==> config.mk <==
export PLATFORM = sky130hd
export DESIGN_NAME = cpu_mem_arbiter
export DESIGN_NICKNAME = d
export VERILOG_FILES = /design/src/rtl/cpu_mem_arbiter.sv
export SDC_FILE = /design/constraint.sdc
export NUM_CORES = 1
export LEC_CHECK = 0
export ABC_AREA = 0
export CORE_UTILIZATION = 25
export DETAILED_ROUTE_END_ITERATION = 16
export PLACE_DENSITY = 0.86
export SYNTH_ARGS = -nofsm -noshare
export SYNTH_HDL_FRONTEND = slang
export SYNTH_SLANG_ARGS = --single-unit
==> constraint.sdc <==
create_clock -name i_clk -period 2.4 [get_ports i_clk]
set_input_delay 0.24 -clock i_clk [delete_from_list [all_inputs] [get_ports i_clk]]
set_output_delay 0.24 -clock i_clk [all_outputs]
set_load 0.005 [all_outputs]
==> src/rtl/cpu_mem_arbiter.sv <==
// cpu_mem_arbiter
// Shares one single-ported memory between the fetch read port (pc) and the
// execute-stage load/store port (ldst). Requests are level-held and use an
// Avalon-style wait handshake. The command path is combinational, so a granted
// request reaches the memory in the same cycle. Reads are tracked in a
// READ_LAT-deep tag pipe so that each returned word goes back to the requester
// that issued it.
//
// Ports:
//   i_clk, i_reset         clock, asynchronous active-low reset
//   i_pc_rd/i_pc_addr      fetch read request; o_pc_wait stalls it
//   o_pc_rddata(_valid)    fetch read return (one-cycle valid pulse)
//   i_ldst_rd/_wr/_addr/_wrdata  load/store request; o_ldst_wait stalls it
//   o_ldst_rddata(_valid)  load read return (one-cycle valid pulse)
//   o_mem_rd/_wr/_addr/_wrdata, i_mem_waitrequest, i_mem_rddata  memory side
//   o_protocol_err         sticky flag: load and store requested together
module cpu_mem_arbiter #(
  parameter int AW         = 16,
  parameter int DW         = 16,
  parameter int READ_LAT   = 1,
  parameter int STREAK_MAX = 4
) (
  input  logic          i_clk,
  input  logic          i_reset,
  input  logic          i_pc_rd,
  input  logic [AW-1:0] i_pc_addr,
  output logic          o_pc_wait,
  output logic [DW-1:0] o_pc_rddata,
  output logic          o_pc_rddata_valid,
  input  logic          i_ldst_rd,
  input  logic          i_ldst_wr,
  input  logic [AW-1:0] i_ldst_addr,
  input  logic [DW-1:0] i_ldst_wrdata,
  output logic          o_ldst_wait,
  output logic [DW-1:0] o_ldst_rddata,
  output logic          o_ldst_rddata_valid,
  output logic          o_mem_rd,
  output logic          o_mem_wr,
  output logic [AW-1:0] o_mem_addr,
  output logic [DW-1:0] o_mem_wrdata,
  input  logic          i_mem_waitrequest,
  input  logic [DW-1:0] i_mem_rddata,
  output logic          o_protocol_err
);

  localparam int SW = $clog2(STREAK_MAX + 1);
  localparam logic [SW-1:0] STREAK_TOP = SW'(STREAK_MAX);

  // state: lock holds a stalled grant; tag pipe bit own = 1 means ldst
  logic                lock_q, lock_d;
  logic                lock_ldst_q, lock_ldst_d;
  logic [SW-1:0]       streak_q, streak_d;
  logic [READ_LAT-1:0] tag_vld_q, tag_vld_d;
  logic [READ_LAT-1:0] tag_own_q, tag_own_d;
  logic                perr_q, perr_d;

  logic          ldst_req_s, gnt_pc_s, gnt_ldst_s;
  logic          mem_rd_s, mem_wr_s, accept_s;
  logic [AW-1:0] mem_addr_s;
  logic [DW-1:0] mem_wrdata_s;

  assign ldst_req_s = i_ldst_rd | i_ldst_wr;

  // Grant selection: a stalled command keeps its grant; otherwise ldst wins
  // unless fetch has been passed over STREAK_MAX times in a row.
  always_comb begin
    gnt_pc_s   = 1'b0;
    gnt_ldst_s = 1'b0;
    if (lock_q) begin
      if (lock_ldst_q) begin
        gnt_ldst_s = ldst_req_s;
      end else begin
        gnt_pc_s = i_pc_rd;
      end
    end else if (ldst_req_s && i_pc_rd) begin
      if (streak_q == STREAK_TOP) begin
        gnt_pc_s = 1'b1;
      end else begin
        gnt_ldst_s = 1'b1;
      end
    end else begin
      gnt_pc_s   = i_pc_rd;
      gnt_ldst_s = ldst_req_s;
    end
  end

  // Command mux; a simultaneous load+store issues the store.
  always_comb begin
    mem_rd_s     = 1'b0;
    mem_wr_s     = 1'b0;
    mem_addr_s   = {AW{1'b0}};
    mem_wrdata_s = {DW{1'b0}};
    if (gnt_pc_s) begin
      mem_rd_s   = 1'b1;
      mem_addr_s = i_pc_addr;
    end else if (gnt_ldst_s) begin
      mem_wr_s     = i_ldst_wr;
      mem_rd_s     = i_ldst_rd & ~i_ldst_wr;
      mem_addr_s   = i_ldst_addr;
      mem_wrdata_s = i_ldst_wrdata;
    end else begin
      mem_rd_s = 1'b0;
    end
  end

  assign accept_s = (mem_rd_s | mem_wr_s) & ~i_mem_waitrequest;

  // Next state for lock, starvation streak, read tag pipe and error flag.
  always_comb begin
    lock_d      = (mem_rd_s | mem_wr_s) & i_mem_waitrequest;
    lock_ldst_d = gnt_ldst_s;
    perr_d      = perr_q | (i_ldst_rd & i_ldst_wr);
    streak_d    = streak_q;
    if (!i_pc_rd) begin
      streak_d = {SW{1'b0}};
    end else if (accept_s && gnt_pc_s) begin
      streak_d = {SW{1'b0}};
    end else if (accept_s && gnt_ldst_s && (streak_q != STREAK_TOP)) begin
      streak_d = streak_q + SW'(1);
    end else begin
      streak_d = streak_q;
    end
    tag_vld_d    = tag_vld_q;
    tag_own_d    = tag_own_q;
    tag_vld_d[0] = accept_s & mem_rd_s;
    tag_own_d[0] = gnt_ldst_s;
    for (int i = 1; i < READ_LAT; i++) begin
      tag_vld_d[i] = tag_vld_q[i-1];
      tag_own_d[i] = tag_own_q[i-1];
    end
  end

  // State registers; reset also discards reads still in flight.
  always_ff @(posedge i_clk or negedge i_reset) begin
    if (!i_reset) begin
      lock_q      <= 1'b0;
      lock_ldst_q <= 1'b0;
      streak_q    <= {SW{1'b0}};
      tag_vld_q   <= {READ_LAT{1'b0}};
      tag_own_q   <= {READ_LAT{1'b0}};
      perr_q      <= 1'b0;
    end else begin
      lock_q      <= lock_d;
      lock_ldst_q <= lock_ldst_d;
      streak_q    <= streak_d;
      tag_vld_q   <= tag_vld_d;
      tag_own_q   <= tag_own_d;
      perr_q      <= perr_d;
    end
  end

  // The command path is combinational from the request inputs, so it is
  // masked by the reset level to keep every output at 0 during reset.
  always_comb begin
    o_pc_wait           = i_reset & i_pc_rd & ~(gnt_pc_s & accept_s);
    o_ldst_wait         = i_reset & ldst_req_s & ~(gnt_ldst_s & accept_s);
    o_mem_rd            = i_reset & mem_rd_s;
    o_mem_wr            = i_reset & mem_wr_s;
    o_mem_addr          = i_reset ? mem_addr_s : {AW{1'b0}};
    o_mem_wrdata        = i_reset ? mem_wrdata_s : {DW{1'b0}};
    o_pc_rddata_valid   = tag_vld_q[READ_LAT-1] & ~tag_own_q[READ_LAT-1];
    o_ldst_rddata_valid = tag_vld_q[READ_LAT-1] & tag_own_q[READ_LAT-1];
    o_pc_rddata         = o_pc_rddata_valid ? i_mem_rddata : {DW{1'b0}};
    o_ldst_rddata       = o_ldst_rddata_valid ? i_mem_rddata : {DW{1'b0}};
    o_protocol_err      = perr_q;
  end

endmodule

## Yosys cells after proc, flatten, opt, wreduce, memory -nomap -nowiden

Cells that the tools add are included.

- Flip-flop bits (word level): 7
- Logic and storage cells: 59

- Add/subtract/negate cells: 1
- Equality and inequality tests: 3
- Muxes and demuxes: 23
- Bitwise gates (word level): 23
- Reductions and logical operators: 4

Operators by type and width:

| kind | number |
|---|---|
| 2-to-1 mux 16 bit | 8 |
| bitwise AND 1 bit | 15 |
| 2-to-1 mux 1 bit | 12 |
| 2-to-1 mux 3 bit | 3 |
| NOT 1 bit | 5 |
| logical AND 1 bit | 4 |
| adder 3 x 1 -> 3 bit (second input constant) | 1 |
| equality test 3 bit (second input constant) | 1 |
| inequality test 3 x 1 -> 1 bit (second input constant) | 1 |
| inequality test 3 bit (second input constant) | 1 |
| bitwise OR 1 bit | 3 |

## Logic depth before layout (Yosys ltp)

- Depth in word-level cells: 13
- Gate-level depth with buffers: 8
- Gate-level depth less buffers: 6

## Least setup slack after synthesis

Ideal clock, no wire load.

- Path kind: register to output
- From: register streak_q[0]
- To: output o_mem_addr[10]
- Data arrival time: 1.463 ns
- Required time: 2.160 ns
- Setup slack: 0.697 ns
- Stages on the path, launching flop included: 9
- Cell sequence: dfrtp_1 -> inv_1 -> ha_1 -> o2bb2ai_2 -> nor2_2 -> and4b_1 -> buf_6 -> buf_8 -> a22o_1

- Cells in the longest elaborated chain, start to end: 7
- Elaborated cells between the ends (all ways): 10
- Classes of those cells: 1 x eq/ne; 9 x mux

RTL lines:

| what | line | RTL |
|---|---|---|
| start, declared | 52 | `logic [SW-1:0] streak_q, streak_d;` |
| start signal, assigned | 138 | `streak_q <= {SW{1'b0}};` |
| start signal, assigned | 145 | `streak_q <= streak_d;` |
| equality test 3 bit * | 76 | `if (streak_q == STREAK_TOP) begin` |
| 2-to-1 mux 1 bit | 76 |  |
| 2-to-1 mux 1 bit | 75 | `end else if (ldst_req_s && i_pc_rd) begin` |
| 2-to-1 mux 1 bit | 69 | `if (lock_q) begin` |
| 2-to-1 mux 16 bit | 96 | `end else if (gnt_ldst_s) begin` |
| 2-to-1 mux 16 bit * | 93 | `if (gnt_pc_s) begin` |
| 2-to-1 mux 16 bit * | 159 | `o_mem_addr = i_reset ? mem_addr_s : {AW{1'b0}};` |
| end, declared | 39 | `output logic [AW-1:0] o_mem_addr,` |

Every way passes the cells marked *; elsewhere a longest branch is shown, timed or not.

## Worst setup path after layout

- From: register streak_q[1]
- To: output o_mem_addr[8]

Same word-level chain as after synthesis.

==> flow_metrics.tcl <==
set metrics [dict create \
    yosysSeqAreaShare 0.185 \
    fp.dieW_um 63.6 \
    r2r_end "streak_q[1]$_DFFE_PN0P_" \
    place_area_sq_mm 0.00244 \
    grt_pass1_vias 1392 \
    power_mw 0.713 \
    slew_violations 0 \
    p_leak_nw 1.44 \
    clock-sinks 7 \
    synth_cell_type_count 29 \
    status "complete, no violations" \
    post-route-min-period_ns 2.38 \
    drcViolationCount 0 \
    setup_ws_ns 0.0177 \
    max_freq_ghz 0.420 \
    ys_ff_latch 7 \
    die_h_um 63.6 \
    tritoncts "built" \
    detail-route-antenna-nets 0 \
    core.rowCount 22 \
    root_buffer "clkbuf_8" \
    gp_congestion 0.931 \
    dp_hpwl_um 3580 \
    cts.clk_slew.worst_paths_ns 0.05 \
    numCtsBuffers 3 \
    setup_violations 0 \
    grtUsageTotal 0.210 \
    clock_path_buffers 2 \
    dieArea_sq_mm 0.00404 \
    vias 1545 \
    ir_drop_mv 0.304 \
    rsz0062_at_grt "true" \
    diodes 0 \
    grt_pass1_wl_um 6780 \
    hold_viol 0 \
    drive_gt1_frac 0.125 \
    r2r_cells 6 \
    drtIter0Drc 78 \
    overflow 0 \
    totalWireLength_um 4970 \
    firstDrtPassIters 4 \
    final_cell_area_sq_mm 0.00269 \
    synth_area_sq_um 948 \
    worst_pin_slew_ns 0.432 \
    core_sq_mm 0.00366 \
    ctsHtreeMaxLevel 1 \
    rr_startpoint "streak_q[1]$_DFFE_PN0P_" \
    fin_skew_ns 0.00168 \
    area_growth_pct 183 \
    fillCellCount 283 \
    start_util 0.259 \
    wire_per_inst_um 15.1 \
    endpoint_kind "output port" \
    grt_start_max_net_pins 34 \
    worstPathMaxFanout 4 \
    tns_ns 0 \
    fin_crit_sh 0.993 \
    synth_cells 124 \
    rrSetupSlack_ns 0.90 \
    worstSetupPathType "flop to output port" \
    relSlewSlack 0.710 \
    hold_class "input port to asynchronous set/reset pin" \
    cp.required_ns 2.16 \
    boundaryPins 141 \
    max_cap_violations 0 \
    routed_via_density 4.70 \
    dp_slack_ns 0.101 \
    ys_warn_count 0 \
    fin_nets 354 \
    start_kind "flop" \
    antenna_found_initial 0 \
    cellPowerDensity_mw_per_mm2 265 \
    syn_area_per_cell_sq_um 7.65 \
    clock_latency_ns 0.23 \
    syn_nets 196 \
    cp.arrival_ns 2.14 \
    portBuffers 140 \
]
## metrics by stage
step	hold WS (ns)	util	std cells
after floorplan	-0.0556	-	124
after global placement	0.452	0.668	314
after detailed placement	0.473	0.668	314
final	0.363	0.734	329
after global routing	0.406	0.734	329
after CTS	0.345	0.681	318
## flip-flops by register name, indices dropped and copies added (netlist names)
| signal | cells |
|---|---|
| tag_own_q | 1 |
| o_protocol_err | 1 |
| tag_vld_q | 1 |
| lock_q | 1 |
| streak_q | 3 |
## worst max-delay path by stage
stage | startpoint | endpoint | slack, ns | cells past startpoint
2_1_floorplan | streak_q[0]$_DFFE_PN0P_ | o_mem_addr[10] | 0.70 | 8
3_3_place_gp | i_ldst_rd | o_mem_addr[0] | 0.14 | 7
3_5_place_dp | i_ldst_wr | o_mem_addr[0] | 0.10 | 7
4_1_cts | streak_q[0]$_DFFE_PN0P_ | o_mem_addr[0] | -0.01 | 8
5_1_grt | streak_q[1]$_DFFE_PN0P_ | o_mem_addr[8] | -0.05 | 8
6_report | streak_q[1]$_DFFE_PN0P_ | o_mem_addr[8] | 0.02 | 8
## cells by family (layout without fill, tap and decap cells)
group	after synthesis	in the layout	synth area share
AND/OR/NAND/NOR	73	73	0.460
AO/OA/AOI/OAI	26	26	0.220
buffers and inverters	13	170	0.0791
flip-flops	7	7	0.185
adder cells (fa/ha/maj)	2	2	0.0264
XOR/XNOR	2	2	0.0185
multiplexers	1	1	0.0106
## critical path: stages (launching register included)
cell             delay (ns)
dfrtp_1                0.39
inv_2                  0.07
ha_4                   0.15
o2bb2ai_4              0.13
nor2_2                 0.05
and4b_2                0.33
buf_4                  0.15
a22o_1                 0.13
clkdlybuf4s50_1        0.50
## per-layer routing
metal | wire length, um | vias up | track usage
met5 | 0 | - | 0
met4 | 44 | 0 | 0.0540
met3 | 304 | 6 | 0.0399
met2 | 2620 | 72 | 0.370
met1 | 2000 | 717 | 0.257
li1 | - | 750 | -
## report_power, final
group	internal, mW	total (mW)	switching (mW)
clock	0.113	0.173	0.0599
combinational	0.275	0.410	0.135
sequential	0.125	0.130	0.00535
total	0.513	0.713	0.201
## area by class of cell
type | instances | area, sq um | area share
Clock inverter | 1 | 5.00 | 0.00186
Clock buffer | 3 | 41.3 | 0.0154
Tap cell | 48 | 60.1 | 0.0223
Multi-Input combinational cell | 104 | 732 | 0.272
Sequential cell | 7 | 175 | 0.0652
Inverter | 4 | 15.0 | 0.00559
Timing Repair Buffer | 162 | 1660 | 0.617
## placed cells by master, fill, tap and decap left out, drive strengths merged, types with 2 or more instances in the layout
cell type	instances
clkbuf	4
and3	16
a21oi	2
inv	4
nor2	8
dlymetal6s2s	21
buf	21
clkdlybuf4s50	118
dfrtp	7
o21ai	4
a22o	16
xnor2	2
ha	2
nand2	5
o2bb2ai	2
nor2b	3
and2	36
## cells in the mapped netlist, drive strengths merged
cell / number / share of area
nor2: 8 / 0.037
nand2b: 1 / 0.0066
o2bb2ai: 2 / 0.025
mux2i: 1 / 0.011
nand2: 5 / 0.020
nor4b: 1 / 0.0092
dfrtp: 7 / 0.18
o21ai: 4 / 0.021
a31oi: 1 / 0.0066
inv: 4 / 0.016
xnor2: 2 / 0.018
and4b: 1 / 0.011
nor2b: 3 / 0.020
nand4b: 1 / 0.0092
ha: 2 / 0.026
a21oi: 2 / 0.011
a21o: 1 / 0.0092
a22o: 16 / 0.15
nor3: 1 / 0.0053
and2: 36 / 0.24
clkbuf: 4 / 0.017
and3: 16 / 0.11
buf: 5 / 0.046
## repair_timing
action | CTS | global route
endpoints found under the setup margin | 13 | 32
resized for setup | 2 | 32
cloned | 0 | 3
hold buffers | 0 | 0
buffers inserted | 0 | 8
No activity file was read; power rests on OpenSTA's default activity.
